===== src/rtl/stream_lead_zero_counter.sv =====
// Streaming leading-run counter: accumulates a unary prefix (zeros, or ones in
// mode 1) across beats and emits one result per terminated or ended run.
module stream_lead_zero_counter #(
  parameter int W_IN  = 8,
  parameter int W_CNT = 16
) (
  input  logic                     clk,
  input  logic                     rst_n,
  input  logic                     flush,
  input  logic                     in_valid,
  output logic                     in_ready,
  input  logic [W_IN-1:0]          in_data,
  input  logic                     in_mode,
  input  logic                     in_last,
  output logic                     out_valid,
  input  logic                     out_ready,
  output logic [W_CNT-1:0]         out_count,
  output logic [$clog2(W_IN)-1:0]  out_pos,
  output logic                     out_unterminated,
  output logic                     out_overflow
);

  localparam int LW = $clog2(W_IN);
  localparam logic [W_CNT:0] BEAT_BITS = (W_CNT+1)'(W_IN);

  // Handshake: a beat moves on in_valid && in_ready, a result on
  // out_valid && out_ready; both sides hold their payload until that cycle.

  // Halving tree: at each level test whether the upper half of the current
  // window is empty; if so record the bit and slide the lower half up.
  function automatic logic [LW-1:0] lead_zeros(input logic [W_IN-1:0] d);
    logic [W_IN-1:0] v;
    logic [W_IN-1:0] top;
    logic [LW-1:0]   z;
    logic            hit;
    v = d;
    z = '0;
    for (int l = LW - 1; l >= 0; l--) begin
      top = ~({W_IN{1'b1}} >> (1 << l));
      hit = ((v & top) == '0);
      z   = (z << 1) | LW'(hit);
      if (hit) v = v << (1 << l);
    end
    return z;
  endfunction

  // Returns {saturated, clamped_sum}.
  function automatic logic [W_CNT:0] add_sat(input logic [W_CNT-1:0] a,
                                             input logic [W_CNT:0]   inc);
    logic [W_CNT:0] sum;
    sum = {1'b0, a} + inc;
    if (sum[W_CNT]) return {1'b1, {W_CNT{1'b1}}};
    return sum;
  endfunction

  logic [W_IN-1:0] beat;
  logic [LW-1:0]   beat_z;
  logic            beat_all;

  logic            s1_valid;
  logic [LW-1:0]   s1_z;
  logic            s1_all;
  logic            s1_last;

  logic [W_CNT-1:0] acc;
  logic             ovf;

  logic             s1_produces;
  logic             s1_advance;
  logic [W_CNT:0]   s1_inc;
  logic [W_CNT:0]   sum_sat;

  // Mode 1 is handled by inverting the beat so the tree always counts zeros.
  assign beat     = in_mode ? ~in_data : in_data;
  assign beat_z   = lead_zeros(beat);
  assign beat_all = (beat == '0);

  assign s1_produces = s1_valid && (!s1_all || s1_last);
  assign s1_advance  = s1_valid && (!s1_produces || !out_valid || out_ready);
  assign in_ready    = !flush && (!s1_valid || s1_advance);

  assign s1_inc  = s1_all ? BEAT_BITS : (W_CNT+1)'(s1_z);
  assign sum_sat = add_sat(acc, s1_inc);

  always_ff @(posedge clk or negedge rst_n) begin
    if (!rst_n) begin
      s1_valid <= 1'b0;
      s1_z     <= '0;
      s1_all   <= 1'b0;
      s1_last  <= 1'b0;
    end else if (flush) begin
      s1_valid <= 1'b0;
      s1_z     <= '0;
      s1_all   <= 1'b0;
      s1_last  <= 1'b0;
    end else if (in_valid && in_ready) begin
      s1_valid <= 1'b1;
      s1_z     <= beat_z;
      s1_all   <= beat_all;
      s1_last  <= in_last;
    end else if (s1_advance) begin
      s1_valid <= 1'b0;
    end
  end

  always_ff @(posedge clk or negedge rst_n) begin
    if (!rst_n) begin
      acc              <= '0;
      ovf              <= 1'b0;
      out_valid        <= 1'b0;
      out_count        <= '0;
      out_pos          <= '0;
      out_unterminated <= 1'b0;
      out_overflow     <= 1'b0;
    end else if (flush) begin
      acc              <= '0;
      ovf              <= 1'b0;
      out_valid        <= 1'b0;
      out_count        <= '0;
      out_pos          <= '0;
      out_unterminated <= 1'b0;
      out_overflow     <= 1'b0;
    end else begin
      if (out_valid && out_ready) out_valid <= 1'b0;
      if (s1_advance) begin
        if (s1_produces) begin
          // A new result may overwrite one popped this same cycle.
          out_valid        <= 1'b1;
          out_count        <= sum_sat[W_CNT-1:0];
          out_pos          <= s1_all ? '0 : s1_z;
          out_unterminated <= s1_all;
          out_overflow     <= ovf | sum_sat[W_CNT];
          acc              <= '0;
          ovf              <= 1'b0;
        end else begin
          acc <= sum_sat[W_CNT-1:0];
          ovf <= ovf | sum_sat[W_CNT];
        end
      end
    end
  end

endmodule

===== config.mk =====
export PLATFORM = sky130hd
export DESIGN_NAME = stream_lead_zero_counter
export DESIGN_NICKNAME = d
export VERILOG_FILES = /design/src/rtl/stream_lead_zero_counter.sv
export SDC_FILE = /design/constraint.sdc
export NUM_CORES = 1
export LEC_CHECK = 0
export ABC_AREA = 1
export CAP_MARGIN = 10
export CELL_PAD_IN_SITES_DETAIL_PLACEMENT = 2
export CELL_PAD_IN_SITES_GLOBAL_PLACEMENT = 2
export CORE_ASPECT_RATIO = 1.1
export CORE_MARGIN = 1.5
export CORE_UTILIZATION = 33
export CTS_CLUSTER_DIAMETER = 120
export DETAILED_ROUTE_END_ITERATION = 8
export PLACE_DENSITY = 0.95
export REMOVE_ABC_BUFFERS = 1
export SYNTH_ARGS = -nofsm -noshare
export SYNTH_HDL_FRONTEND = slang
export SYNTH_SLANG_ARGS = --single-unit

===== constraint.sdc =====
create_clock -name clk -period 5.1 [get_ports clk]
set_input_delay 0.765 -clock clk [delete_from_list [all_inputs] [get_ports clk]]
set_output_delay 0.765 -clock clk [all_outputs]
set_load 0.01 [all_outputs]

==> key figures <==
Setup path
  • R2r endpoint: acc[7]
  • Critical Path RT: 4340 ps
  • Worst path slowest cell: clkdlybuf4s50_1
  • Cells along the critical path: clkdlybuf4s50_1 -> inv_1 -> nand2_1 -> nor2_2 -> nor2_2 -> clkdlybuf4s50_1
  • CP peak stage delay: 560 ps
  • Buf/Inv on CP: 3
  • Crit path from: out_ready
  • Critical R2R Launch: s1_all
  • R2R setup slack: between 2000 and 2500 ps
  • Worst setup SP type: input port
  • Crit path max-delay family: buffers and inverters
  • Peak fanout along the critical path: 3
  • FF-to-FF path depth: 15
  • Critical Path AT: approximately 2100 ps
  • Critical path type: input port to primary output
  • Element type at the critical path end: primary output

Routing
  • Final wirelength: 8.19 mm
  • 1st-iter DRT viols: 56
  • Vias post-DR: around 2.5k
  • Via-to-Cell Ratio: between 5 and 6
  • Metal1 wirelength: 3.14 mm
  • 1st-pass router iterations: 4
  • Met3 wire len: between 100 and 150 µm
  • Highest Signal Layer: met4
  • DR WL/cell: 16.5 µm
  • Final ANT Viol Nets: 0
  • Met2 Wirelength: ~4.8 mm
  • Residual DRC: 0

Hold path
  • Worst hold path class: flop to flop
  • Worst hold stages: 2
  • Hold Path End: out_count[2]
  • Min-delay src: out_count[2]

Logic synthesis
  • Avg Cell Area, Syn: 7.30 µm²
  • EDFF count, synth: 0
  • Primary FF master, synth: dfrtp_1
  • Post-synth cell types: 29
  • Synth Cell Area: 2580 µm²
  • Yosys warns: 0
  • Async set-reset flop share out of synthesis: 100%
  • Seq cells post-synth: 45
  • Gate Count Post-Synth: 354
  • Seq/Total Area, Yosys: 43.6%

Floorplan
  • DIE AREA: 8370 µm²
  • IO Pins: 38
  • Core area: 7510 µm²
  • DIE HEIGHT: about 96 µm
  • Rows: 33
  • Die width: 87.4 µm
  • Initial Util: 34.4%

CTS
  • Post-CTS setup repair buffer count: 0
  • H-tree depth: 2
  • Cts repair resizes: 0
  • Cts hold-fix bufs: 0
  • # clock sinks: 45
  • Worst-Skew Late Latency: 310 ps
  • CTS Buffer Depth: 2
  • Root buf cell: clkbuf_8
  • CTS Buf Count: 5
  • Clock-pin slew on the worst setup and hold paths: ~90 ps
  • CTS tree: yes

Timing
  • Max transition margin: 18.1%
  • Period minus WS final: 2900 ps
  • Slew @ Worst Pin: 1220 ps
  • Final Cycle Share: between 50 and 60%
  • Endpoints failing hold: 0
  • RSZ-0062 raised after global routing: false
  • F_max: 344 MHz
  • Max Slew Vio Count: 0
  • Final setup viols: 0
  • Setup TNS: 0 ps
  • Clock Skew: around 10 ps

Outcome
  • Status: completed

Placement
  • GPL Wtd Cong: 0.850
  • Port bufs: 37
  • Post-DP HPWL: 5.99 mm

GRT
  • Global route overflow: 0
  • First-pass GRT wire length: 13.8 mm
  • Largest net degree at the start of global routing: 46
  • Initial antenna violation count: 0
  • Vias in the first global route: 2,829
  • Overall Global Routing Usage: 21.5%

Final layout
  • Fillcell total: 919
  • Nets@finish: 410
  • Multi-input gate area: 1230 µm²
  • Layout cells sized above 1: 7.16%
  • Area grow syn2layout: 19.7%
  • Register area: 1130 µm²
  • Ant diodes: 0

Power and ir drop
  • Max VDD drop: 0.0985 mV
  • Power share of the sequential group: 54.0%
  • Cell internal pwr: 487 µW
  • Psw: 190 µW
  • Combinational power share: 12.4%
  • Switching Fraction: 28.1%
  • Tot Pwr: 678 µW
  • Power per cell area: 219 nW/µm²
  • Clk pwr share: 33.6%
  • P_leak: 1.61 nW

Flow run
  • Max-Cap Viols: 0
[registers in the layout, summed over array words and instances, names as in the netlist]
register and flops:
acc 16, out_count 16, out_overflow 1, out_pos 3, out_unterminated 1, out_valid 1, ovf 1, s1_all 1
s1_last 1, s1_valid 1, s1_z 3
[cell families after synthesis]
group | Yosys count | synth area share, %
flip-flops | 45 | 43.6
adder cells (fa/ha/maj) | 5 | 2.71
AO/OA/AOI/OAI | 25 | 6.05
XOR/XNOR | 8 | 2.71
buffers and inverters | 52 | 9.00
AND/OR/NAND/NOR | 219 | 36.0
[synthesized netlist by cell type, drive strengths merged, types with 3 or more instances]
library cell	number	area (µm²)
nand2	153	579
dfrtp	45	1130
inv	44	165
nand3	35	185
nor2	22	95.1
o21ai	18	109
buf	8	67.6
a21oi	6	41.3
xor2	6	52.6
ha	4	50.1
nand4	3	25.0
or2	3	18.8
[cells in the final DEF (no fill, tap or decap), drive strengths merged]
cell           synthesis  final
dfrtp                 45     45
xnor2                  2      2
ha                     4      4
nor3                   2      2
buf                    8      1
o22ai                  1      1
fa                     1      1
clkdlybuf4s50          0     36
inv                   44     44
nand3                 35     35
nand4                  3      3
nand2                153    153
and2                   1      1
nor2                  22     22
clkbuf                 0      8
a21oi                  6      6
o21ai                 18     18
or2                    3      3
xor2                   6      6
[how the worst max path moves through the flow]
stage | to | cells past startpoint
floorplan | acc[11] | 15
global placement | in_ready | 6
detailed placement | in_ready | 6
CTS | in_ready | 6
global route | acc[11] | 15
finish | in_ready | 6
[worst min-delay path, delay by kind of cell (launching register included)]
kind	cells	cell delay, ps
flops	1	350
simple gates	2	100
[metrics by stage]
stage	cells	utilization [%]	cell area (µm²)	setup WS (ps)	hold slack [ps]
3_5_place_dp	488	40.1	3010	2200	471
5_1_grt	496	41.2	3090	2070	512
4_1_cts	496	41.2	3090	2190	490
2_1_floorplan	346	-	2520	3000	453
3_3_place_gp	488	40.1	3010	2200	458
6_report	496	41.2	3090	2200	479
[layout make-up]
type / count / area share, %
Sequential cell: 45 / 36.4
Inverter: 44 / 5.34
Tap cell: 105 / 4.25
Clock buffer: 8 / 2.59
Multi-Input combinational cell: 257 / 39.6
Timing Repair Buffer: 37 / 11.8
[power groups by stage]
stage	registers, mW	logic (mW)	clock network (mW)
after detailed placement	0.373	0.0855	0
after global routing	0.366	0.0937	0.245
after global placement	0.372	0.0789	0
after floorplan	0.373	0.0411	0
after CTS	0.366	0.0862	0.233
final	0.366	0.0840	0.228
[routing by layer]
layer,vias up,track usage [%]
met5,-,0
met1,1272,22.1
met2,40,44.0
li1,1164,-
met4,0,6.48
met3,9,2.83
(Power assumes the default switching activity.)
